## src/rtl/input_setup_skewer.sv

```systemverilog
// Loads an N x N activation tile from the unified buffer, then streams it with diagonal skew into the array.
// Optional macro INPUT_SETUP_SAT_EN: saturate over-wide elements and raise a sticky ovf flag.
module input_setup_skewer #(
  parameter int N      = 2,
  parameter int DATA_W = 16,
  parameter int MEM_W  = 32,
  parameter int ADDR_W = 13,
  parameter int FLUSH  = N
) (
  input  logic                clk,
  input  logic                reset,
  input  logic                start,
  input  logic [ADDR_W-1:0]   base_addr,
  input  logic                stall,
  output logic                rd_en,
  output logic [ADDR_W-1:0]   rd_addr,
  input  logic [MEM_W-1:0]    rd_data,
  output logic [N*DATA_W-1:0] a_out,
  output logic                a_valid,
  output logic                busy,
  output logic                done,
  output logic                ovf
);

  // Stream lasts N+FLUSH cycles: lane 0 delivers N elements, then FLUSH zero cycles.
  localparam int S  = N + FLUSH;
  localparam int NN = N * N;
  localparam int TW = $clog2(2 * N + FLUSH + 1);
  localparam int IW = $clog2(NN + 1);
  localparam int CW = (N > 1) ? $clog2(N) : 1;

  typedef enum logic [1:0] {S_IDLE, S_LOAD, S_STREAM} state_t;

  state_t              state_q, state_d;
  logic                rd_en_q, rd_en_d;
  logic [ADDR_W-1:0]   rd_addr_q, rd_addr_d;
  logic [IW-1:0]       issue_q, issue_d;
  logic                rd_pend_q, rd_pend_d;
  logic [CW-1:0]       cap_r_q, cap_r_d;
  logic [CW-1:0]       cap_c_q, cap_c_d;
  logic [TW-1:0]       t_q, t_d;
  logic                done_q, done_d;
  logic [DATA_W-1:0]   elem_in;
  logic [DATA_W-1:0]   tile [N][N];

`ifdef INPUT_SETUP_SAT_EN
  logic hi_nz;
  logic ovf_q, ovf_d;

  assign hi_nz   = |rd_data[MEM_W-1:DATA_W];
  assign elem_in = hi_nz ? {DATA_W{1'b1}} : rd_data[DATA_W-1:0];

  always_comb begin
    ovf_d = ovf_q | (rd_pend_q & hi_nz);
  end

  always_ff @(posedge clk or posedge reset) begin
    if (reset) ovf_q <= 1'b0;
    else       ovf_q <= ovf_d;
  end

  assign ovf = ovf_q;
`else
  logic unused_hi;

  assign unused_hi = |rd_data[MEM_W-1:DATA_W];
  assign elem_in   = rd_data[DATA_W-1:0];
  assign ovf       = 1'b0;
`endif

  always_comb begin
    state_d   = state_q;
    rd_en_d   = 1'b0;
    rd_addr_d = '0;
    issue_d   = issue_q;
    rd_pend_d = rd_en_q;
    cap_r_d   = cap_r_q;
    cap_c_d   = cap_c_q;
    t_d       = t_q;
    done_d    = 1'b0;

    // Read data lands one cycle after the strobe; capture runs independently of state so the
    // final word may arrive in the first STREAM cycle, well before its lane needs it.
    if (rd_pend_q) begin
      if (cap_c_q == CW'(N - 1)) begin
        cap_c_d = '0;
        cap_r_d = (cap_r_q == CW'(N - 1)) ? '0 : cap_r_q + CW'(1);
      end else begin
        cap_c_d = cap_c_q + CW'(1);
      end
    end

    case (state_q)
      S_IDLE: begin
        if (start) begin
          state_d   = S_LOAD;
          rd_en_d   = 1'b1;
          rd_addr_d = base_addr;
          issue_d   = IW'(1);
          cap_r_d   = '0;
          cap_c_d   = '0;
          t_d       = '0;
        end
      end
      S_LOAD: begin
        if (issue_q == IW'(NN)) begin
          state_d = S_STREAM;
          t_d     = '0;
        end else begin
          rd_en_d   = 1'b1;
          rd_addr_d = rd_addr_q + ADDR_W'(1);
          issue_d   = issue_q + IW'(1);
        end
      end
      S_STREAM: begin
        if (!stall) begin
          if (t_q == TW'(S - 1)) begin
            state_d = S_IDLE;
            done_d  = 1'b1;
            t_d     = '0;
          end else begin
            t_d = t_q + TW'(1);
          end
        end
      end
      default: state_d = S_IDLE;
    endcase
  end

  always_ff @(posedge clk or posedge reset) begin
    if (reset) begin
      state_q   <= S_IDLE;
      rd_en_q   <= 1'b0;
      rd_addr_q <= '0;
      issue_q   <= '0;
      rd_pend_q <= 1'b0;
      cap_r_q   <= '0;
      cap_c_q   <= '0;
      t_q       <= '0;
      done_q    <= 1'b0;
    end else begin
      state_q   <= state_d;
      rd_en_q   <= rd_en_d;
      rd_addr_q <= rd_addr_d;
      issue_q   <= issue_d;
      rd_pend_q <= rd_pend_d;
      cap_r_q   <= cap_r_d;
      cap_c_q   <= cap_c_d;
      t_q       <= t_d;
      done_q    <= done_d;
    end
  end

  for (genvar gi = 0; gi < N; gi++) begin : g_row
    for (genvar gj = 0; gj < N; gj++) begin : g_col
      logic [DATA_W-1:0] elem_q, elem_d;

      always_comb begin
        elem_d = elem_q;
        if (rd_pend_q && cap_r_q == CW'(gi) && cap_c_q == CW'(gj)) elem_d = elem_in;
      end

      always_ff @(posedge clk or posedge reset) begin
        if (reset) elem_q <= '0;
        else       elem_q <= elem_d;
      end

      assign tile[gi][gj] = elem_q;
    end
  end

  // Lane gi shows tile[gi][t-gi] while that column exists; the value follows t, so a stall holds it.
  for (genvar gi = 0; gi < N; gi++) begin : g_lane
    logic [DATA_W-1:0] lane_val;

    always_comb begin
      lane_val = '0;
      if (state_q == S_STREAM) begin
        for (int c = 0; c < N; c++) begin
          if (t_q == TW'(gi + c)) lane_val = tile[gi][c];
        end
      end
    end

    assign a_out[gi*DATA_W +: DATA_W] = lane_val;
  end

  assign rd_en   = rd_en_q;
  assign rd_addr = rd_addr_q;
  assign a_valid = (state_q == S_STREAM) && !stall;
  assign busy    = (state_q != S_IDLE);
  assign done    = done_q;

endmodule
```

## config.mk

```make
export PLATFORM = sky130hd
export DESIGN_NAME = input_setup_skewer
export DESIGN_NICKNAME = d
export VERILOG_FILES = /design/src/rtl/input_setup_skewer.sv
export SDC_FILE = /design/constraint.sdc
export NUM_CORES = 1
export LEC_CHECK = 0
export ABC_AREA = 1
export CORE_MARGIN = 2
export CORE_UTILIZATION = 43
export CTS_CLUSTER_SIZE = 12
export DETAILED_ROUTE_END_ITERATION = 10
export PLACE_DENSITY = 0.69
export RECOVER_POWER = 100
export SLEW_MARGIN = 5
export SYNTH_ARGS = -nofsm -noshare
export SYNTH_HDL_FRONTEND = slang
export SYNTH_SLANG_ARGS = --single-unit
export TNS_END_PERCENT = 50
```

## constraint.sdc

```tcl
create_clock -name clk -period 4.12 [get_ports clk]
set_input_delay 0.824 -clock clk [delete_from_list [all_inputs] [get_ports clk]]
set_output_delay 0.824 -clock clk [all_outputs]
set_load 0.01 [all_outputs]
```

==> results.sh <==
export IMPL_core_area_sq_um=9770
export IMPL_hold_path_class="reg -> reg"
export IMPL_required_ns=3.30
export IMPL_antenna_found_initial=0
export IMPL_maxSlewHeadroom_pct=-1.81
export IMPL_numCtsBuffers=9
export IMPL_cap_violations=1
export IMPL_fillerInstances=923
export IMPL_nets=643
export IMPL_crit_fanout=16
export IMPL_rows=36
export IMPL_htree_levels=3
export IMPL_fmax_ghz=0.274
export IMPL_cp_arrival_ns=2.82
export IMPL_cts_path_max_buffers=2
export IMPL_ys_warn_count=0
export IMPL_slowest_stage="dlygate4sd3_1"
export IMPL_drv_slew=35
export IMPL_io_buffers=81
export IMPL_firstDrtPassIters=5
export IMPL_async_flop_share_pct=100
export IMPL_synth_common_cells="nand2_1, dfrtp_1, o21ai_0"
export IMPL_syn_to_final_growth_pct=23.6
export IMPL_setup_worst_path_end_class="primary output"
export IMPL_drcViolationCount=0
export IMPL_avgSynthCellArea_sq_um=8.40
export IMPL_synth_cell_type_count=31
export IMPL_leakage_nw=2.50
export IMPL_setup_violations=0
export IMPL_grt_pass1_vias=3617
export IMPL_drive_gt1_share_pct=8.11
export IMPL_rsz0062_at_grt="no"
export IMPL_die_w_um=104
export IMPL_powerDensity_nw_per_um2=637
export IMPL_die_area_sq_um=10900
export IMPL_clock_latency_ns=0.36
export IMPL_io_pins=99
export IMPL_synth_seq_area_share_pct=52.0
export IMPL_syn_nets=572
export IMPL_synth_top_cell_by_area="dfrtp_1"
export IMPL_tightest_slew_ns=1.52
export IMPL_status="finished, violations left"
export IMPL_drt_wl_total_um=10200
export IMPL_ir_drop_mv=0.359
export IMPL_yosysMostFrequentCell="nand2_1"
export IMPL_antenna_left=0
export IMPL_finalCritPeriodShare_pct=88.5
export IMPL_gp_congestion=0.845
export IMPL_violations="capacitance limit, slew limit"
export IMPL_postCtsSetupRepairBufs=0
export IMPL_p_total_mw=3.41
export IMPL_yosysTopAreaCellShare_pct=52.0
export IMPL_crit_buf_inv=3
export IMPL_syn_area_sq_um=4330
export IMPL_cts_sinks=90
export IMPL_clk_pin_slew_ns=0.09
export IMPL_die_y_um=104
export IMPL_cts_hold_buffers=0
export IMPL_vias=3628
export IMPL_ys_seq_elements=90
export IMPL_start_kind="register"
export IMPL_tns_ns=0
export IMPL_antenna_cells=0
export IMPL_cts_tree="done"
export IMPL_regArea_sq_um=2250
export IMPL_groute_usage_overall_pct=19.7
export IMPL_wl_per_cell_um=14.0
export IMPL_start_util_pct=44.3
export IMPL_cp_top_family="buffers and inverters"
export IMPL_vias_per_cell=5.00
export IMPL_grt_max_degree=38
export IMPL_min_period_ns=3.65
export IMPL_fin_skew_ns=0.00923
export IMPL_multi_input_area_sq_um=1730
export IMPL_grt_overflow=0
export IMPL_grt_pass1_wl_um=17500
export IMPL_ys_flop_type="dfrtp_1"
export IMPL_drt_iter0_drc=223
export IMPL_timing_hold_violations_final=0
export IMPL_crit_chain="inv_1 > ha_1 > inv_2 > nor2_2 > nand2_1 > a21oi_2 > dlygate4sd3_1"
export IMPL_crit_path_max_incr_delay_ns=0.64
export IMPL_synthCells=516
export IMPL_path_class="reg -> out"
export IMPL_dp_hpwl_um=6900
export IMPL_cts_resized=0
export IMPL_synth_edff_count=0
export IMPL_synth_area_leaders="dfrtp_1, nand2_1, o21ai_0"
export IMPL_root_buffer="clkbuf_8"
[registers in the layout (all words and copies together) (netlist names)]
register            flops
rd_pend_q               1
done                    1
cap_r_q                 1
rd_addr                13
rd_en                   1
cap_c_q                 1
t_q                     3
issue_q                 3
g_row.g_col.elem_q     64
state_q                 2
[layer usage]
metal  vias up  routed length, um  track usage, %
met3        10                518            5.39
li1       1799                  -               -
met1      1721               4740            26.5
met4         0                112            4.83
met2        98               4810            31.6
met5         -                  0               0
[worst reg2reg max path, stage by stage, from the launching register on]
cell	delay, ns
dfrtp_1	0.40
inv_1	0.06
ha_1	0.21
a21oi_1	0.82
o21ai_0	0.20
o21ai_0	0.20
[cell usage in the layout, fill, tap and decap left out, drive strengths merged]
cell type,n
nand2,166
dfrtp,90
o21ai,81
inv,52
dlygate4sd3,47
a21oi,39
clkdlybuf4s50,34
nand3,33
nor2,18
clkbuf,11
ha,7
nand4,3
clkinvlp,2
a31oi,1
o21bai,1
xnor2,1
xor2,1
a22o,1
nor4,1
nor3,1
conb,1
bufinv,1
[path summary, 6_finish.rpt]
| path | endpoint | cells after the start | slack, ns | start |
|---|---|---|---|---|
| setup / recovery | a_out[29] | 7 | 0.47 | t_q[0]$_DFFE_PP0P_ |
| hold / removal | rd_pend_q$_DFF_PP0_ | 0 | 0.42 | rd_en$_DFF_PP0_ |
| setup reg to reg | rd_addr[4]$_DFF_PP0_ | 5 | 2.14 | issue_q[0]$_DFFE_PP0P_ |
| hold reg to reg | rd_pend_q$_DFF_PP0_ | 0 | 0.42 | rd_en$_DFF_PP0_ |
| max in group asynchronous | g_row[0].g_col[0].elem_q[15]$_DFFE_PP0P_ | 3 | 0.99 | reset |
| min in group asynchronous | g_row[1].g_col[1].elem_q[7]$_DFFE_PP0P_ | 2 | 1.27 | reset |
[layout make-up]
cell class / count / share of cell area (%)
flip-flops and latches: 90 / 42.1
inverters: 48 / 3.44
multi-input cells: 355 / 32.3
clock buffers: 9 / 2.31
clock inverters: 7 / 1.52
well taps: 133 / 3.11
repair buffers: 83 / 15.3
[stage by stage]
stage	cell area, sq um	hold WS [ns]	std cells	util (%)	setup WS [ns]
4_1_cts	5380	0.423	725	55.1	0.729
6_report	5350	0.416	725	54.8	0.474
3_3_place_gp	5180	0.382	709	53.0	1.19
2_1_floorplan	4330	0.416	516	-	0.961
3_5_place_dp	5180	0.397	709	53.0	1.14
5_1_grt	5350	0.437	725	54.8	0.291
[cells by family (layout without fill, tap and decap cells)]
| logic type | after synthesis | in the layout | synth area share, % |
|---|---|---|---|
| xor+xnor | 2 | 2 | 0.404 |
| simple gates | 222 | 222 | 22.5 |
| buf+inv | 71 | 147 | 7.68 |
| compound gates | 123 | 123 | 15.3 |
| other cells | 1 | 1 | 0.0865 |
| fa+ha+maj | 7 | 7 | 2.02 |
| flops | 90 | 90 | 52.0 |
[report_power, final]
group | internal (mW) | switching [mW] | leakage, nW | total, mW
sequential | 1.31 | 0.279 | 1.12 | 1.58
combinational | 0.461 | 0.736 | 1.28 | 1.20
clock | 0.291 | 0.339 | 0.102 | 0.630
No activity file was read; power rests on OpenSTA's default activity.
==> variant, RTL diff (same settings) <==
Encoding of `state_t`: now one-hot (3 bits for 3 states).
--- a/src/rtl/input_setup_skewer.sv
+++ b/src/rtl/input_setup_skewer.sv
@@ -29,7 +29,7 @@
   localparam int IW = $clog2(NN + 1);
   localparam int CW = (N > 1) ? $clog2(N) : 1;
 
-  typedef enum logic [1:0] {S_IDLE, S_LOAD, S_STREAM} state_t;
+  typedef enum logic [2:0] {S_IDLE = 3'b001, S_LOAD = 3'b010, S_STREAM = 3'b100} state_t;
 
   state_t              state_q, state_d;
   logic                rd_en_q, rd_en_d;
Check against the original RTL: no difference found for any inputs over 10 cycles, from zero or initial values and one cycle with reset high; not proved beyond that.
==> variant against the unedited design <==
The flow still finishes with violations (max-capacitance violations, max-slew violations); critical endpoint is now a_out[31]; setup slack improved by 0.026 ns; non-clock buffer count unchanged; synthesized area decreased by 1.1%; final area unchanged; die area decreased by 1.1%; clock power increased by 0.6%; wire length increased by 1.8%; hold slack got worse by 0.021 ns; register-to-register slack got worse by 0.03 ns; via count increased by 2.5%; power decreased by 3.6%; sequential cell count increased by 1; largest power group unchanged.
==> variant: results (changes against the unedited design) <==
| Metric | Value |
|---|---|
| Syn_nets | `585 (+2.3%)` |
| Pre-CTS WS | `1.069 ns (-0.07487 ns)` |
| Fmax | `276.2 MHz (+0.71%)` |
| Slowest CP cell | `dlygate4sd3_1` |
| Post-synth top cells | `169 x nand2_1, 90 x dfrtp_1, 75 x o21ai_0, 44 x inv_1, 36 x a21oi_1` |
| Final GP Congestion | `0.8211 (-2.8%)` |
| First-pass GRT wire length | `17,480 um (-0.24%)` |
| Post-route clock skew | `0.01580 ns (+0.006571 ns)` |
| Crit path DAT | `2.80 ns (-0.02 ns)` |
| Share of cells above drive strength 1 | `0.04290 (-0.03818)` |
| Total setup buffers inserted after CTS | `0 (unchanged)` |
| 1st-iter DRT viols | `170 (-24%)` |
| Fill count | `949 (+2.8%)` |
| Cell Count Post-Placement | `723 (+2.0%)` |
| CP delay by family, top | `buffers and inverters` |
| Synth Instances | `529 (+2.5%)` |
| Number of vias in the routed layout | `3,717 (+2.5%)` |
| Largest net degree at the start of global routing | `40 (+5.3%)` |
| Antenna Cells | `0 (unchanged)` |
| Post_cts resized | `0 (unchanged)` |
| Switch Pwr | `0.001279 W (-5.5%)` |
| Worst-Margin Slew | `1.735 ns (+0.2162 ns)` |
| Distinct cells, synth | `28 (-9.7%)` |
| Setup slack, reg-to-reg | `2.11 ns (-0.03 ns)` |
| Routed WL per cell | `14.03 um (about the same)` |
| DR vias/cell | `5.030 (+0.51%)` |
| IO buf count | `81 (unchanged)` |
| Post-layout net count | `657 (+2.2%)` |
| Peak VDD IR | `0.3376 mV (-6.0%)` |
| Asr flop ratio synth | `1.000 (unchanged)` |
| GRT Util Overall | `0.1980 (+0.001112)` |
| Sequential share of the synthesized area | `0.5318 (+0.01205)` |
| Final Max Tran Viols | `40 (+14%)` |
| Synth area leaders | `dfrtp_1 53%, nand2_1 15%, o21ai_0 8.8%` |
| CP max stage delay | `0.68 ns (+0.04 ns)` |
| Leakage | `2.588 nW (+3.7%)` |
| Synth warn | `0 (unchanged)` |
| Failing checks | `max-capacitance violations, max-slew violations` |
| Status | `complete, but fails checks` |
| Max reg flops | `64 (unchanged)` |
| Maxcap violations | `1 (unchanged)` |
| Post-DP HPWL | `6947 um (+0.72%)` |
| Clk pin slew, worst setup/hold paths | `0.10 ns` |
-- variant: kinds of logic after synthesis --
logic type | synth area share
and+or+nand+nor | 0.2298
AOI/OAI and AO/OA | 0.1457
DFF | 0.5318
buffers and inverters | 0.06921
adders and majority gates | 0.02044
xor gates and xnor gates | 0.002045
other | 0.0008753
-- variant: power groups by stage --
stage	combinational (W)	sequential, W	clock, W
2_1_floorplan	0.000803	0.00152	0
3_3_place_gp	0.00110	0.00154	0
3_5_place_dp	0.00114	0.00156	0
4_1_cts	0.00115	0.00155	0.000649
5_1_grt	0.00130	0.00160	0.000678
6_report	0.00110	0.00155	0.000634
-- variant: routing by layer --
| layer | GRT usage | vias to the layer above | wire length [um] |
|---|---|---|---|
| li1 | - | 1848 | - |
| met1 | 0.2667 | 1739 | 4681 |
| met2 | 0.3289 | 121 | 4991 |
| met3 | 0.03587 | 9 | 564 |
| met4 | 0.05598 | 0 | 129 |
| met5 | 0 | - | 0 |
-- variant: worst register-to-register path, stage by stage (launching register included) --
cell and delay [ns]:
dfstp_1 0.58, nor2_1 0.09, nand2_2 0.59, inv_1 0.13, nor2_1 0.26, nor2_1 0.12
nand2_1 0.08, nand2_1 0.05
-- variant: final cells by class --
type,count,area share
sequential,91,0.4256
multi-input combinational,368,0.3178
timing repair buffer,83,0.1531
inverter,48,0.03389
tap,133,0.03108
clock buffer,9,0.02314
clock inverter,7,0.01542
-- variant: worst paths after layout --
check / start / end / cells past startpoint
worst max-delay path: t_q[0] / a_out[31] / 7
worst min-delay path: rd_en / rd_pend_q / 0
worst max register to register: state_q[0] / t_q[2] / 7
worst min register to register: rd_en / rd_pend_q / 0
max in group asynchronous: reset / rd_addr[1] / 3
min in group asynchronous: reset / g_row[1].g_col[0].elem_q[1] / 2
-- variant: per-stage QoR --
| step | hold slack [ns] | cell area, sq um |
|---|---|---|
| floorplan | 0.4160 | 4284 |
| finish | 0.3956 | 5354 |
| detailed placement | 0.3662 | 5161 |
| global placement | 0.3851 | 5161 |
| global route | 0.3991 | 5354 |
| CTS | 0.4005 | 5368 |
